[config.mk]
export PLATFORM = sky130hd
export DESIGN_NAME = vga_display_ctrl
export DESIGN_NICKNAME = d
export VERILOG_FILES = /design/src/rtl/vga_pkg.sv /design/src/rtl/vga_layer_mux.sv /design/src/rtl/vga_display_ctrl.sv
export SDC_FILE = /design/constraint.sdc
export NUM_CORES = 1
export LEC_CHECK = 0
export ABC_AREA = 1
export ABC_CLOCK_PERIOD_IN_PS = 1650
export CAP_MARGIN = 25
export CORE_MARGIN = 2
export CORE_UTILIZATION = 48
export DETAILED_ROUTE_END_ITERATION = 16
export HOLD_SLACK_MARGIN = 0.06
export PLACE_DENSITY = 0.76
export SYNTH_ARGS = -nofsm -noshare
export SYNTH_HDL_FRONTEND = slang
export SYNTH_HIERARCHICAL = 1
export SYNTH_SLANG_ARGS = --single-unit
[constraint.sdc]
create_clock -name clk -period 1.65 [get_ports clk]
set_input_delay 0.4125 -clock clk [delete_from_list [all_inputs] [get_ports clk]]
set_output_delay 0.4125 -clock clk [all_outputs]
set_load 0.05 [all_outputs]
[src/rtl/vga_pkg.sv]
`default_nettype none
// +----------------------------------------------------------------------+
// | vga_pkg: shared timing constants, colour and state types for the VGA  |
// | display path.                                                         |
// | Revision: 1.0                                                         |
// +----------------------------------------------------------------------+
package vga_pkg;

    localparam int CNT_W = 10;

    localparam int DEF_H_ACTIVE = 640;
    localparam int DEF_H_FP     = 16;
    localparam int DEF_H_SYNC   = 96;
    localparam int DEF_H_BP     = 48;
    localparam int DEF_V_ACTIVE = 480;
    localparam int DEF_V_FP     = 10;
    localparam int DEF_V_SYNC   = 2;
    localparam int DEF_V_BP     = 33;

    localparam int H_TOTAL  = DEF_H_ACTIVE + DEF_H_FP + DEF_H_SYNC + DEF_H_BP;
    localparam int V_TOTAL  = DEF_V_ACTIVE + DEF_V_FP + DEF_V_SYNC + DEF_V_BP;
    localparam int HS_START = DEF_H_ACTIVE + DEF_H_FP;
    localparam int HS_END   = HS_START + DEF_H_SYNC - 1;
    localparam int VS_START = DEF_V_ACTIVE + DEF_V_FP;
    localparam int VS_END   = VS_START + DEF_V_SYNC - 1;

    // RRRGGGBB
    typedef logic [7:0] rgb332_t;

    typedef enum logic [0:0] {
        ST_BLANK = 1'b0,
        ST_RUN   = 1'b1
    } vga_state_e;

    // Per-pixel control bits that travel down the pipeline beside the colour.
    typedef struct packed {
        logic active;
        logic hsync_n;
        logic vsync_n;
    } vga_ctl_t;

    localparam vga_ctl_t CTL_IDLE = '{active: 1'b0, hsync_n: 1'b1, vsync_n: 1'b1};

    function automatic logic in_window(input logic [CNT_W-1:0] pos,
                                       input int               lo,
                                       input int               hi);
        return (pos >= CNT_W'(lo)) && (pos <= CNT_W'(hi));
    endfunction

endpackage
`default_nettype wire

[src/rtl/vga_layer_mux.sv]
`default_nettype none
// +----------------------------------------------------------------------+
// | vga_layer_mux: fixed-priority selection of one colour from the sprite |
// | layers; layer 0 wins, background when no layer hits.                  |
// | Revision: 1.0                                                         |
// +----------------------------------------------------------------------+
module vga_layer_mux
    import vga_pkg::*;
#(
    parameter int N_LAYERS = 4
) (
    input  logic [N_LAYERS-1:0]   hit_i,
    input  logic [8*N_LAYERS-1:0] rgb_i,
    input  rgb332_t               bg_i,
    output rgb332_t               rgb_o
);

    rgb332_t w_layer_rgb [N_LAYERS];

    for (genvar g = 0; g < N_LAYERS; g++) begin : g_unpack
        assign w_layer_rgb[g] = rgb_i[8*g +: 8];
    end

    // Scan from the lowest-priority layer upward so layer 0 is applied last.
    always_comb begin
        rgb_o = bg_i;
        for (int i = N_LAYERS - 1; i >= 0; i--) begin
            if (hit_i[i]) begin
                rgb_o = w_layer_rgb[i];
            end
        end
    end

endmodule
`default_nettype wire

[src/rtl/vga_display_ctrl.sv]
`default_nettype none
// +----------------------------------------------------------------------+
// | vga_display_ctrl: VGA timing generator, layer arbitration and         |
// | registered RGB/sync outputs with sync aligned to colour.              |
// | Revision: 1.0                                                         |
// +----------------------------------------------------------------------+
module vga_display_ctrl
    import vga_pkg::*;
#(
    parameter int      H_ACTIVE = DEF_H_ACTIVE,
    parameter int      H_FP     = DEF_H_FP,
    parameter int      H_SYNC   = DEF_H_SYNC,
    parameter int      H_BP     = DEF_H_BP,
    parameter int      V_ACTIVE = DEF_V_ACTIVE,
    parameter int      V_FP     = DEF_V_FP,
    parameter int      V_SYNC   = DEF_V_SYNC,
    parameter int      V_BP     = DEF_V_BP,
    parameter int      N_LAYERS = 4,
    parameter rgb332_t BG_COLOR = 8'hFF
) (
    input  logic                  clk,
    input  logic                  btnR,
    input  logic                  pix_en,
    output logic [CNT_W-1:0]      px_x,
    output logic [CNT_W-1:0]      px_y,
    output logic                  px_active,
    output logic                  frame_start,
    output logic                  vblank_start,
    input  logic [N_LAYERS-1:0]   layer_hit,
    input  logic [8*N_LAYERS-1:0] layer_rgb,
    output logic                  Hsync,
    output logic                  Vsync,
    output logic [2:0]            vgaRed,
    output logic [2:0]            vgaGreen,
    output logic [1:0]            vgaBlue
);

    localparam int c_h_total  = H_ACTIVE + H_FP + H_SYNC + H_BP;
    localparam int c_v_total  = V_ACTIVE + V_FP + V_SYNC + V_BP;
    localparam int c_hs_start = H_ACTIVE + H_FP;
    localparam int c_hs_end   = c_hs_start + H_SYNC - 1;
    localparam int c_vs_start = V_ACTIVE + V_FP;
    localparam int c_vs_end   = c_vs_start + V_SYNC - 1;

    localparam logic [CNT_W-1:0] c_h_last   = CNT_W'(c_h_total - 1);
    localparam logic [CNT_W-1:0] c_v_last   = CNT_W'(c_v_total - 1);
    localparam logic [CNT_W-1:0] c_h_active = CNT_W'(H_ACTIVE);
    localparam logic [CNT_W-1:0] c_v_active = CNT_W'(V_ACTIVE);

    if ((c_h_total > 1023) || (c_v_total > 1023) || (N_LAYERS < 1)) begin : g_bad_timing
        $error("vga_display_ctrl: timing totals exceed 10-bit counters or no layers");
    end

    logic [CNT_W-1:0]      h_q, h_d;
    logic [CNT_W-1:0]      v_q, v_d;
    vga_ctl_t              ctl0_q, ctl0_d;
    vga_ctl_t              ctl1_q;
    logic                  hs2_q, vs2_q;
    logic                  frame_start_q, frame_start_d;
    logic                  vblank_start_q, vblank_start_d;
    logic [N_LAYERS-1:0]   hit1_q;
    logic [8*N_LAYERS-1:0] rgb1_q;
    rgb332_t               w_mux_rgb;
    rgb332_t               rgb2_q, rgb2_d;
    vga_state_e            state_q, state_d;
    logic                  w_color_en;

    // Stage 0 control bits are derived from the next count so they line up with it.
    always_comb begin
        h_d = (h_q == c_h_last) ? '0 : h_q + CNT_W'(1);
        v_d = v_q;
        if (h_q == c_h_last) begin
            v_d = (v_q == c_v_last) ? '0 : v_q + CNT_W'(1);
        end
        ctl0_d.active  = (h_d < c_h_active) && (v_d < c_v_active);
        ctl0_d.hsync_n = !in_window(h_d, c_hs_start, c_hs_end);
        ctl0_d.vsync_n = !in_window(v_d, c_vs_start, c_vs_end);
        frame_start_d  = pix_en && (h_d == '0) && (v_d == '0);
        vblank_start_d = pix_en && (h_d == '0) && (v_d == c_v_active);
    end

    vga_layer_mux #(
        .N_LAYERS (N_LAYERS)
    ) u_layer_mux (
        .hit_i (hit1_q),
        .rgb_i (rgb1_q),
        .bg_i  (BG_COLOR),
        .rgb_o (w_mux_rgb)
    );

    assign rgb2_d = (w_color_en && ctl1_q.active) ? w_mux_rgb : '0;

    always_ff @(posedge clk or negedge btnR) begin
        if (!btnR) begin
            h_q            <= '0;
            v_q            <= '0;
            ctl0_q         <= CTL_IDLE;
            ctl1_q         <= CTL_IDLE;
            hs2_q          <= 1'b1;
            vs2_q          <= 1'b1;
            hit1_q         <= '0;
            rgb1_q         <= '0;
            rgb2_q         <= '0;
            frame_start_q  <= 1'b0;
            vblank_start_q <= 1'b0;
        end else begin
            frame_start_q  <= frame_start_d;
            vblank_start_q <= vblank_start_d;
            if (pix_en) begin
                h_q    <= h_d;
                v_q    <= v_d;
                ctl0_q <= ctl0_d;
                ctl1_q <= ctl0_q;
                hit1_q <= layer_hit;
                rgb1_q <= layer_rgb;
                hs2_q  <= ctl1_q.hsync_n;
                vs2_q  <= ctl1_q.vsync_n;
                rgb2_q <= rgb2_d;
            end
        end
    end

    always_ff @(posedge clk or negedge btnR) begin
        if (!btnR) begin
            state_q <= ST_BLANK;
        end else begin
            state_q <= state_d;
        end
    end

    // Colour stays dark until a complete frame can be drawn from its first line.
    always_comb begin
        state_d    = state_q;
        w_color_en = 1'b0;
        case (state_q)
            ST_BLANK: begin
                if (frame_start_q) begin
                    state_d = ST_RUN;
                end
            end
            ST_RUN: begin
                w_color_en = 1'b1;
            end
            default: begin
                state_d = ST_BLANK;
            end
        endcase
    end

    assign px_x         = h_q;
    assign px_y         = v_q;
    assign px_active    = ctl0_q.active;
    assign frame_start  = frame_start_q;
    assign vblank_start = vblank_start_q;
    assign Hsync        = hs2_q;
    assign Vsync        = vs2_q;
    assign vgaRed       = rgb2_q[7:5];
    assign vgaGreen     = rgb2_q[4:2];
    assign vgaBlue      = rgb2_q[1:0];

endmodule
`default_nettype wire

==> results.md <==
- The run finished, with violations left.
- The final reports fail on negative setup slack.
- The area of the core region is 8300 um2.
- The number of register bits inferred by synthesis is 75.
- The net load switching power is 0.00232 W.
- Synthesis handed over a netlist of roughly 580 instances.
- In this run the clock root is driven by a clkbuf_8.
- The slew at the pin with the worst max-slew slack is 606 ps.
- The count of cell types in the netlist is 34.
- The synthesis-to-layout area growth is 41.0%.
- The routability congestion estimate is 0.912.
- The H-tree was split into 3 levels.
- The share of the yosys chip area belonging to registers is between 40 and 50%.
- The TritonCTS clock tree is built.
- The count of fill cells added during filler insertion is 698.
- The fraction of post-synthesis cell area in the top cell type by area is 41.7%.
- The number of hold-slack violations in the final timing report is 0.
- The number of antenna violations at the first check in global routing is 0.
- The boundary pin count is 72.
- From bottom edge to top edge, the die measures between 90 and 100 um.
- Following the worst setup path forward leads to its endpoint at frame_start.
- After the last flow step, the layout net total stands at 730.
- The first routing iteration left approximately 190 violations.
- The remaining antenna violation count after routing is 0.
- The number of vias per cell is just over 5.
- By count the netlist is led by 271 x nand2_1, 69 x dfrtp_1, 52 x inv_1.
- In the final routed layout, each cell accounts on average for 13.2 um.
- Setup slack on the critical path of the routed design comes to -201 ps.
- From left edge to right edge, the die measures around 97 um.
- The setup violation total in the final timing report is 6.
- The via count of the first global-routing pass is ~4k.
- The setup slack of the most critical reg-to-reg path is -200 ps.
- The final-report max-slew violation count is 0.
- For this run, the number of Yosys warnings is 6.
- The antenna cell count is 0.
- Based on the critical path, the design can be clocked at up to 540 MHz.
- By area the synthesized netlist is led by dfrtp_1 42%, nand2_1 25%, inv_1 4.7%.
- The peak fanout along the critical path is 8.
- Setup repair after global routing could not meet its margin everywhere.
- The final critical delay including setup and external delays is 1850 ps.
- The site row count is 33.
- The final global-route overflow total is 0.
- The most common flop cell mapped by yosys is dfrtp_1.
- Yosys mapped a number of flops with a built-in enable equal to 0.
- The worst path uses 112% of the clock period.
- The initial utilization of the core area, before any placement, comes to 49.9%.
- The clock-pin slew on the worst setup and hold paths is 80 ps.
- Across all layers, the routed design uses slightly above 4k vias.
- The total global routing track utilization is 22.8%.
- The worst setup path is captured at a register.
- Buffers inserted during clock tree synthesis total 9.
- The clock network accounts for 21.1% of the total power.
- The share of cells above drive strength 1 is between 20% and 30%.
- In this run switching power makes up 38.7% of total power.
- The total DRC errors in the routed layout is 0.
- The final layout contains routed wiring with a total length of between 10,000 and 15,000 um.
- The largest net degree at the start of global routing is 39.
- The sequential share of power is 40.0%.
- The number of max-capacitance violations reported is 0.
- Of all cell types, the one taking the most synthesized area is dfrtp_1.
- The capturing point of the worst reg2reg path is frame_start.
- The mapped netlist covers 4140 um2.
- The post-layout instance count excluding filler cells is 796.
- The worst setup slack after placement is -138 ps.
- Headroom to the max-slew limit came out at 59.6%.
- The longest clock path from root to sink contains 2 buffers.
- The number of cell instances on the worst register-to-register path is 12.
- The power density over the cells is 1030 nW/um2.
- For this design, the sink count on the clock tree is 75.
- The average footprint of a synthesized cell is 7.13 um2.
- The iteration count of the initial detailed-routing pass is 5.
- Data on the critical path arrives at its endpoint at 2120 ps.
- The analysis attributes to cell leakage a power of about 2.9 nW.
- The min-delay analysis places its worst path in the category input pin to asynchronous set/reset pin.
- The critical path in this run is classified as register to register.
- The reg-to-reg critical path startpoint is px_x[1].
- The worst setup path startpoint is px_x[1].
- The detailed placement HPWL is 7640 um.
- IR analysis of the VDD net gives a maximum drop of 0.459 mV.
- The sort of element at the start of the critical path is a register.
- The fraction of registers with async set or reset after synthesis is 100%.
- At the worst endpoint, the required time is between 1500 and 2000 ps.
- The die covers 9390 um2.
- The share of total power dissipated in combinational logic is 38.9%.
- The number of instances in the placed design is 768.
- The internal portion of the total power is 0.00368 W.
- The source-to-sink clock delay at the later pin of the worst-skew pair is 350 ps.
- During placement, the flow inserted port buffers numbering just over 70.
- The first global-routing pass estimated 17,900 um of wire.
- The most numerous cell in the Yosys netlist is nand2_1.
- Clock skew on the completed layout was measured at 9.03 ps.
==> cell usage in the layout (no fill, tap or decap), types with 5 or more instances in the layout <==
cell type,synthesis,layout
clkdlybuf4s50_1,0,36
dfstp_2,6,6
conb_1,1,8
nand2_2,7,17
nand4_1,6,6
inv_1,52,49
o21ai_1,1,5
o21ai_0,32,27
clkbuf_8,0,9
nor2_2,9,11
nor2_4,2,6
nand2_1,271,261
a21oi_1,16,16
buf_12,0,34
dfrtp_2,0,12
dfrtp_1,69,55
buf_6,3,5
inv_2,4,7
nor2_1,24,18
buf_4,3,33
nand3_1,30,28
==> critical path, cell delays in order, from the launching register on <==
cell	delay, ps
dfrtp_4	440
ha_4	180
nand2_4	60
nor2_4	170
nand4_4	170
buf_6	170
nand2_2	50
o21ai_2	60
inv_1	50
nand2_1	50
nor2_1	130
nand3_1	100
nor2_1	150
==> worst min path at each step <==
stage                              end  startpoint  depth (start not counted)  slack (ps)
final                     vblank_start        btnR                          1          70
after detailed placement  vblank_start        btnR                          1         450
after floorplan              ctl1_q[2]        btnR                          0         120
after global placement    vblank_start        btnR                          1         450
after global routing           px_x[0]        btnR                          1         110
after CTS                      px_x[2]        btnR                          1          80
==> repair_timing <==
| item | 4_1_cts | 5_1_grt |
|---|---|---|
| hold buffers | 0 | 0 |
| gates cloned | 1 | 0 |
| gates resized for setup | 7 | 26 |
| buffers inserted | 4 | 7 |
| endpoints found under the setup margin | 5 | 11 |
| pin swaps | 9 | 18 |
==> layer usage <==
layer	vias up	GRT usage, %	routed length, um
li1	1994	-	-
met1	1911	29.8	4500
met2	138	39.7	5290
met3	17	2.82	599
met4	0	6.39	146
met5	-	0	0
==> flip-flops by register name, indices dropped and copies added (netlist names), 2 cells and up <==
name / count
ctl1_q: 3
rgb2_q: 8
px_x: 10
hit1_q: 4
ctl0_q: 2
px_y: 10
rgb1_q: 32
==> stage by stage <==
step	util (%)	setup TNS (ps)	cell area (um2)	total power, W	hold slack [ps]
global route	70.4	-1490	5840	0.00630	106
CTS	68.8	-213	5710	0.00589	80.4
floorplan	-	-126	4240	0.00358	117
finish	70.4	-607	5840	0.00599	70.7
detailed placement	66.1	-395	5480	0.00460	447
global placement	66.1	-285	5480	0.00456	446
==> cells by family (layout without fill, tap and decap cells) <==
group	Yosys count	in the layout	synth area share [%]
adders and majority gates	5	5	1.51
xor gates and xnor gates	1	1	0.211
buffers and inverters	82	184	8.64
DFF	75	75	45.5
other	1	8	0.0905
and+or+nand+nor	361	362	36.8
AOI/OAI and AO/OA	56	56	7.31
==> power groups by stage <==
stage | logic (W) | registers (W) | clock network [W]
after floorplan | 0.000829 | 0.00275 | 0
after global placement | 0.00215 | 0.00242 | 0
after detailed placement | 0.00218 | 0.00243 | 0
after CTS | 0.00223 | 0.00239 | 0.00128
after global routing | 0.00251 | 0.00244 | 0.00135
final | 0.00233 | 0.00240 | 0.00126
==> final cells by class <==
type                            count  area [um2]  area share (%)
Multi-Input combinational cell    432        2050            35.1
Clock inverter                      6        41.3           0.707
Clock buffer                       10         128            2.19
Timing Repair Buffer              110        1360            23.2
Sequential cell                    75        1910            32.7
Tap cell                          105         131            2.25
Inverter                           58         225            3.86
No activity file was read; power rests on OpenSTA's default activity.
